$ cat config.mk
export PLATFORM = sky130hd
export DESIGN_NAME = id_ex_stage
export DESIGN_NICKNAME = d
export VERILOG_FILES = /design/src/rtl/id_ex_stage_pkg.sv /design/src/rtl/id_ex_stage_hazard.sv /design/src/rtl/id_ex_stage.sv
export SDC_FILE = /design/constraint.sdc
export NUM_CORES = 1
export LEC_CHECK = 0
export ABC_CLOCK_PERIOD_IN_PS = 2040
export BUFFER_PORTS_ARGS = -buffer_cell sky130_fd_sc_hd__buf_4
export CORE_AREA = 2 2 129 131
export DETAILED_ROUTE_END_ITERATION = 6
export DIE_AREA = 0 0 131 133
export PLACE_DENSITY = 0.72
export SLEW_MARGIN = 20
export SYNTH_ARGS = -nofsm -noshare
export SYNTH_HDL_FRONTEND = slang
export SYNTH_HIERARCHICAL = 1
export SYNTH_SLANG_ARGS = --single-unit
$ cat constraint.sdc
create_clock -name clk -period 2.04 [get_ports clk]
set_input_delay 0.306 -clock clk [delete_from_list [all_inputs] [get_ports clk]]
set_output_delay 0.306 -clock clk [all_outputs]
set_load 0.005 [all_outputs]
$ cat src/rtl/id_ex_stage_pkg.sv
// Shared encodings and the packed control bundle for the ID/EX pipeline stage.
package id_ex_stage_pkg;

    // ALU operation select driven by the control unit
    localparam logic [1:0] ALUOP_ADD   = 2'b00;
    localparam logic [1:0] ALUOP_SUB   = 2'b01;
    localparam logic [1:0] ALUOP_FUNCT = 2'b10;
    localparam logic [1:0] ALUOP_PASS  = 2'b11;

    // Write-back source select (memtoReg2)
    localparam logic [1:0] WB_SEL_MEM_ALU = 2'b00;
    localparam logic [1:0] WB_SEL_AUIPC   = 2'b01;
    localparam logic [1:0] WB_SEL_LINK    = 2'b10;
    localparam logic [1:0] WB_SEL_LUI     = 2'b11;

    // Width of the control bundle below (valid is tracked separately)
    localparam int CTRL_W = 9;

    // Control bundle carried from ID into EX; all-zero is the bubble encoding
    typedef struct packed {
        logic       mem_read;
        logic       memto_reg1;
        logic [1:0] memto_reg2;
        logic [1:0] alu_op;
        logic       mem_write;
        logic       alu_src;
        logic       reg_write;
    } ctrl_t;

endpackage

$ cat src/rtl/id_ex_stage_hazard.sv
// Load-use hazard detector: flags an instruction in ID that reads the
// destination of a load currently sitting in EX. Purely combinational.
module hazard_detect_unit
    import id_ex_stage_pkg::*;
(
    input  logic       ex_valid_i,
    input  logic       ex_mem_read_i,
    input  logic [4:0] ex_rd_i,
    input  logic       id_valid_i,
    input  logic [4:0] id_rs1_i,
    input  logic [4:0] id_rs2_i,
    input  logic       id_alu_src_i,
    input  logic       id_mem_write_i,
    output logic       stall_o
);

    logic use_rs2_s;
    logic rs1_hit_s;
    logic rs2_hit_s;

    // rs2 is a real source for R-type, branch and store; x0 is never a hazard
    always_comb begin
        use_rs2_s = ~id_alu_src_i | id_mem_write_i;
        rs1_hit_s = (ex_rd_i == id_rs1_i);
        rs2_hit_s = use_rs2_s & (ex_rd_i == id_rs2_i);
        stall_o   = ex_valid_i & ex_mem_read_i & (ex_rd_i != 5'd0) & id_valid_i &
                    (rs1_hit_s | rs2_hit_s);
    end

endmodule

$ cat src/rtl/id_ex_stage.sv
// ID/EX pipeline register with load-use bubble insertion, flush squash and a
// saturating bubble counter for performance debug.
module id_ex_stage
    import id_ex_stage_pkg::*;
#(
    parameter int XLEN  = 32,
    parameter int CNT_W = 16
) (
    input  logic             clk,
    input  logic             rst_n,
    input  logic             id_valid,
    input  logic             id_memRead,
    input  logic             id_memtoReg1,
    input  logic [1:0]       id_memtoReg2,
    input  logic [1:0]       id_ALUop,
    input  logic             id_memWrite,
    input  logic             id_ALUsrc,
    input  logic             id_regWrite,
    input  logic [XLEN-1:0]  id_pc,
    input  logic [XLEN-1:0]  id_rs1_data,
    input  logic [XLEN-1:0]  id_rs2_data,
    input  logic [XLEN-1:0]  id_imm,
    input  logic [4:0]       id_rs1,
    input  logic [4:0]       id_rs2,
    input  logic [4:0]       id_rd,
    input  logic [2:0]       id_funct3,
    input  logic             id_funct7b5,
    input  logic             flush,
    output logic             pc_write,
    output logic             ifid_write,
    output logic             ex_valid,
    output logic             ex_memRead,
    output logic             ex_memtoReg1,
    output logic [1:0]       ex_memtoReg2,
    output logic [1:0]       ex_ALUop,
    output logic             ex_memWrite,
    output logic             ex_ALUsrc,
    output logic             ex_regWrite,
    output logic [XLEN-1:0]  ex_pc,
    output logic [XLEN-1:0]  ex_rs1_data,
    output logic [XLEN-1:0]  ex_rs2_data,
    output logic [XLEN-1:0]  ex_imm,
    output logic [4:0]       ex_rs1,
    output logic [4:0]       ex_rs2,
    output logic [4:0]       ex_rd,
    output logic [2:0]       ex_funct3,
    output logic             ex_funct7b5,
    output logic [CNT_W-1:0] bubble_cnt
);

    localparam logic [CNT_W-1:0] CNT_MAX = {CNT_W{1'b1}};
    localparam logic [CNT_W-1:0] CNT_ONE = {{(CNT_W-1){1'b0}}, 1'b1};

    ctrl_t             id_ctrl_s;
    ctrl_t             ctrl_d, ctrl_q;
    logic              valid_d, valid_q;
    logic [XLEN-1:0]   pc_d, pc_q;
    logic [XLEN-1:0]   rs1_data_d, rs1_data_q;
    logic [XLEN-1:0]   rs2_data_d, rs2_data_q;
    logic [XLEN-1:0]   imm_d, imm_q;
    logic [4:0]        rs1_d, rs1_q;
    logic [4:0]        rs2_d, rs2_q;
    logic [4:0]        rd_d, rd_q;
    logic [2:0]        funct3_d, funct3_q;
    logic              funct7b5_d, funct7b5_q;
    logic [CNT_W-1:0]  cnt_d, cnt_q;
    logic              stall_s;
    logic              bubble_s;

    hazard_detect_unit u_hazard (
        .ex_valid_i     (valid_q),
        .ex_mem_read_i  (ctrl_q.mem_read),
        .ex_rd_i        (rd_q),
        .id_valid_i     (id_valid),
        .id_rs1_i       (id_rs1),
        .id_rs2_i       (id_rs2),
        .id_alu_src_i   (id_ALUsrc),
        .id_mem_write_i (id_memWrite),
        .stall_o        (stall_s)
    );

    // Pack incoming control; flush overrides stall so upstream can redirect
    always_comb begin
        id_ctrl_s = '{mem_read:   id_memRead,
                      memto_reg1: id_memtoReg1,
                      memto_reg2: id_memtoReg2,
                      alu_op:     id_ALUop,
                      mem_write:  id_memWrite,
                      alu_src:    id_ALUsrc,
                      reg_write:  id_regWrite};
        bubble_s   = flush | stall_s;
        pc_write   = flush | ~stall_s;
        ifid_write = flush | ~stall_s;
    end

    // Next EX contents: zero on a bubble, otherwise ID with controls gated by id_valid
    always_comb begin
        valid_d    = 1'b0;
        ctrl_d     = '0;
        pc_d       = '0;
        rs1_data_d = '0;
        rs2_data_d = '0;
        imm_d      = '0;
        rs1_d      = 5'd0;
        rs2_d      = 5'd0;
        rd_d       = 5'd0;
        funct3_d   = 3'd0;
        funct7b5_d = 1'b0;
        if (!bubble_s) begin
            valid_d    = id_valid;
            ctrl_d     = id_valid ? id_ctrl_s : '0;
            pc_d       = id_pc;
            rs1_data_d = id_rs1_data;
            rs2_data_d = id_rs2_data;
            imm_d      = id_imm;
            rs1_d      = id_rs1;
            rs2_d      = id_rs2;
            rd_d       = id_rd;
            funct3_d   = id_funct3;
            funct7b5_d = id_funct7b5;
        end else begin
            valid_d = 1'b0;
        end
    end

    // Bubble counter: one per stall/flush cycle, holds at all-ones
    always_comb begin
        if (bubble_s && (cnt_q != CNT_MAX)) begin
            cnt_d = cnt_q + CNT_ONE;
        end else begin
            cnt_d = cnt_q;
        end
    end

    // Pipeline register; reset clears to the bubble encoding
    always_ff @(posedge clk or negedge rst_n) begin
        if (!rst_n) begin
            valid_q    <= 1'b0;
            ctrl_q     <= '0;
            pc_q       <= '0;
            rs1_data_q <= '0;
            rs2_data_q <= '0;
            imm_q      <= '0;
            rs1_q      <= 5'd0;
            rs2_q      <= 5'd0;
            rd_q       <= 5'd0;
            funct3_q   <= 3'd0;
            funct7b5_q <= 1'b0;
            cnt_q      <= '0;
        end else begin
            valid_q    <= valid_d;
            ctrl_q     <= ctrl_d;
            pc_q       <= pc_d;
            rs1_data_q <= rs1_data_d;
            rs2_data_q <= rs2_data_d;
            imm_q      <= imm_d;
            rs1_q      <= rs1_d;
            rs2_q      <= rs2_d;
            rd_q       <= rd_d;
            funct3_q   <= funct3_d;
            funct7b5_q <= funct7b5_d;
            cnt_q      <= cnt_d;
        end
    end

    assign ex_valid     = valid_q;
    assign ex_memRead   = ctrl_q.mem_read;
    assign ex_memtoReg1 = ctrl_q.memto_reg1;
    assign ex_memtoReg2 = ctrl_q.memto_reg2;
    assign ex_ALUop     = ctrl_q.alu_op;
    assign ex_memWrite  = ctrl_q.mem_write;
    assign ex_ALUsrc    = ctrl_q.alu_src;
    assign ex_regWrite  = ctrl_q.reg_write;
    assign ex_pc        = pc_q;
    assign ex_rs1_data  = rs1_data_q;
    assign ex_rs2_data  = rs2_data_q;
    assign ex_imm       = imm_q;
    assign ex_rs1       = rs1_q;
    assign ex_rs2       = rs2_q;
    assign ex_rd        = rd_q;
    assign ex_funct3    = funct3_q;
    assign ex_funct7b5  = funct7b5_q;
    assign bubble_cnt   = cnt_q;

endmodule

==> metrics.txt <==
relative contribution of combinational cells to total power=0.155; ANT cells=0; total area of multi-input combinational cells=0.00172 sq mm; Place WS=-207 ps; # IOs=335; clock-pin slew reported for the worst setup and hold paths after clock tree synthesis=70 ps; Chip Height=133 um; placement row count=47; global-route congestion overflow total=0; Syn-to-layout area delta=66.9%; share of layout cells above drive strength 1=0.544; maximum number of pins on one net before global-route repair=68; violated checks=negative setup slack; fraction of the yosys area taken by sequential cells=0.728; maximum clock path buffer count=2; final design instance area without fill=0.00993 sq mm; biggest fanout along the worst timing path=23; ANT nets after route=0; cell with the most instances on the worst path=sky130_fd_sc_hd__buf_4; 1st-pass router iterations=4; number of clock sinks=173; static leakage=5.17 nW; starting density of the core=0.368; P_int=5.98 mW; sw frac=0.258; setup repair after global routing missed its margin=true; actual transition at the worst max-transition pin=546 ps; worst path required time=2400 ps; maximum vdd drop=0.000530 V; data arrival time at the worst-slack endpoint=2630 ps; FMAX=440 MHz; final max-slew violation count=0; Initial DRC Count=153; number of global-route vias before repair=4905; detailed-route wire length per cell=18.5 um; cell family contributing the most delay on the critical path=simple AND/OR/NAND/NOR gates; total power density per cell area=812 mW/mm^2; setup violation total in the final timing report=174; Placed Instance Area=0.00884 sq mm; count of endpoints failing hold in the final timing report=0; share of the cycle needed by the critical path after routing=1.11; number of warnings issued by yosys=6; total negative slack=-30520 ps; CTS tree=done; power share of the sequential group=0.476; Cells after Synth=424; total vias in the final route=4599; fill count=1286; cells along the critical path=or4_4 -> o2111ai_4 -> a21oi_2 -> buf_6 -> buf_4 -> nor2_4 -> buf_4 -> clkbuf_16 -> and2_1; via-per-instance ratio=4.47; area of the die=0.0174 sq mm; number of nets at the end of the flow=959; Yosys cell types=31; total length of routed wires=19.1 mm; syn nets=585; DRC viols=0; total of flip-flops plus latches after synthesis=173; wire length of the first global-routing pass=26.3 mm; final weighted congestion in routability-driven placement=0.838; critical path's largest stage delay=540 ps; status=finished with violations; Max stage delay cell, worst path=sky130_fd_sc_hd__or4_4; insertion delay of the later-clocked pin in the worst-skew pair=430 ps; worst-case headroom to the max-slew limit=0.633; path type of the worst setup path=flip-flop to flip-flop; type of element launching the critical path=flip-flop; flip-flop and latch area=0.00433 sq mm; summed instance area of the synthesized netlist=0.00595 sq mm; per-instance average area after synthesis=14.0 sq um; final setup skew=10.5 ps; Tot GR Track Use=0.205; count of max-cap constraint violations=0; Core Region=0.0162 sq mm; final critical delay including setup and external delays=2270 ps; CTS Buf Count=17; total of buffers placed on input and output ports=334; number of standard cells in the final layout excluding fillers=1030; slack of the worst reg-to-reg path=-230 ps; count of H-tree levels built during CTS=4; min-delay worst type=input pin to flip-flop; buffer type at the clock tree root=sky130_fd_sc_hd__clkbuf_16; Die Wd=131 um; detailed placer's ending HPWL=12.8 mm; total instance count after detailed placement=975; worst hold slack across all endpoints=81.3 ps; smallest setup slack after layout=-234 ps; power spent charging and discharging nets=2.08 mW; clock network fraction of total power=0.369; CP Capture Type=flip-flop; worst path buffer plus inverter count=4; initial antenna violation count=0
==> metrics by stage <==
step | total power [mW] | utilization
floorplan | 4.15 | -
global placement | 4.92 | 0.547
detailed placement | 4.96 | 0.547
CTS | 8.06 | 0.597
global route | 8.39 | 0.614
finish | 8.06 | 0.614
==> placed cells by master, fill, tap and decap left out, types with 2 or more instances in the layout <==
| cell | instances |
|---|---|
| sky130_fd_sc_hd__a21oi_2 | 3 |
| sky130_fd_sc_hd__and2_1 | 137 |
| sky130_fd_sc_hd__and2_4 | 12 |
| sky130_fd_sc_hd__and3_1 | 11 |
| sky130_fd_sc_hd__buf_12 | 7 |
| sky130_fd_sc_hd__buf_4 | 347 |
| sky130_fd_sc_hd__buf_6 | 10 |
| sky130_fd_sc_hd__clkbuf_16 | 24 |
| sky130_fd_sc_hd__clkinv_4 | 4 |
| sky130_fd_sc_hd__clkinvlp_4 | 4 |
| sky130_fd_sc_hd__dfrtp_1 | 173 |
| sky130_fd_sc_hd__inv_6 | 2 |
| sky130_fd_sc_hd__inv_8 | 2 |
| sky130_fd_sc_hd__nand2_1 | 5 |
| sky130_fd_sc_hd__nand3_1 | 5 |
| sky130_fd_sc_hd__nand4_1 | 3 |
| sky130_fd_sc_hd__nor2_1 | 4 |
| sky130_fd_sc_hd__nor3_1 | 2 |
| sky130_fd_sc_hd__nor3_2 | 4 |
| sky130_fd_sc_hd__nor4_2 | 2 |
| sky130_fd_sc_hd__o2111ai_4 | 2 |
| sky130_fd_sc_hd__xnor2_1 | 7 |
| sky130_fd_sc_hd__xor2_1 | 14 |
==> worst reg2reg max path, stage by stage, from the launching register on <==
cell and delay [ps]:
sky130_fd_sc_hd__dfrtp_1 410, sky130_fd_sc_hd__or4_4 540, sky130_fd_sc_hd__o2111ai_4 210, sky130_fd_sc_hd__a21oi_2 50, sky130_fd_sc_hd__buf_6 130, sky130_fd_sc_hd__buf_4 140, sky130_fd_sc_hd__nor2_4 180, sky130_fd_sc_hd__buf_4 190
sky130_fd_sc_hd__clkbuf_16 200, sky130_fd_sc_hd__and2_1 150
==> routing by layer <==
| layer | global-route usage | vias up | share of wire |
|---|---|---|---|
| li1 | - | 2095 | - |
| met1 | 0.213 | 2229 | 0.35 |
| met2 | 0.347 | 236 | 0.52 |
| met3 | 0.0873 | 39 | 0.094 |
| met4 | 0.106 | 0 | 0.028 |
| met5 | 0 | - | 0 |
==> state kept, by name, summed over array words and instances, names as in the netlist <==
signal        count
ex_ALUop          2
bubble_cnt       16
ex_rs1_data      32
ex_imm           32
ex_pc            32
ex_valid          1
ex_memWrite       1
ex_memRead        1
ex_funct3         3
ex_rs2            5
ex_funct7b5       1
ex_ALUsrc         1
ex_rs1            5
ex_memtoReg1      1
ex_memtoReg2      2
ex_regWrite       1
ex_rs2_data      32
ex_rd             5
==> power groups by stage <==
stage / Clock (mW) / Combinational (mW) / Sequential (mW)
after floorplan: 0 / 0.280 / 3.87
after CTS: 3.05 / 1.18 / 3.83
final: 2.97 / 1.25 / 3.84
after detailed placement: 0 / 1.09 / 3.87
after global routing: 3.18 / 1.35 / 3.86
after global placement: 0 / 1.06 / 3.86
==> cell families after synthesis <==
group | share of synthesized area
fa+ha+maj | 0.00210
compound gates | 0.0130
mux | 0.00189
simple gates | 0.208
buf+inv | 0.0130
xor+xnor | 0.0339
flops | 0.728
==> synthesized netlist by cell type (all sizes together) <==
cell type	count	area [sq um]
dfrtp	173	4330
and2	149	932
clkbuf	15	56.3
xor2	15	131
and3	12	75.1
xnor2	8	70.1
nor3	7	45.0
nand3	6	30.0
nand2	5	18.8
nand4	5	52.6
nor2	5	18.8
a21oi	4	20.0
buf	3	17.5
nor4	3	25.0
nand2b	2	12.5
o2111ai	2	17.5
a2111oi	1	8.76
ha	1	12.5
inv	1	3.75
mux2	1	11.3
nor4b	1	8.76
o211a	1	10.0
o21ai	1	5.00
o311ai	1	16.3
or3	1	11.3
or4	1	7.51
==> area by class of cell <==
type | instances | area share
repair buffers | 373 | 0.308
well taps | 220 | 0.0277
inverters | 1 | 0.000378
multi-input cells | 232 | 0.173
clock inverters | 13 | 0.0111
clock buffers | 18 | 0.0432
flip-flops and latches | 173 | 0.436
==> worst paths after layout <==
path,from,end,cells past startpoint
worst min register to register,bubble_cnt[15]$_DFFE_PN0P_,bubble_cnt[15]$_DFFE_PN0P_,1
worst max register to register,ex_rd[4]$_DFF_PN0_,ex_pc[2]$_DFF_PN0_,9
worst max-delay path,ex_rd[4]$_DFF_PN0_,ex_pc[2]$_DFF_PN0_,9
max in group asynchronous,rst_n,ex_rs2_data[4]$_DFF_PN0_,3
worst min-delay path,id_rs2_data[22],ex_rs2_data[22]$_DFF_PN0_,2
min in group asynchronous,rst_n,bubble_cnt[10]$_DFFE_PN0P_,2
==> timing repair <==
item,4_1_cts,5_1_grt
gates cloned,2,8
hold endpoints to repair,42,0
hold buffers,1,0
setup endpoints to repair,174,175
pin swaps,10,19
gates resized for setup,22,26
buffers inserted,10,5
No activity file was read; power rests on OpenSTA's default activity.
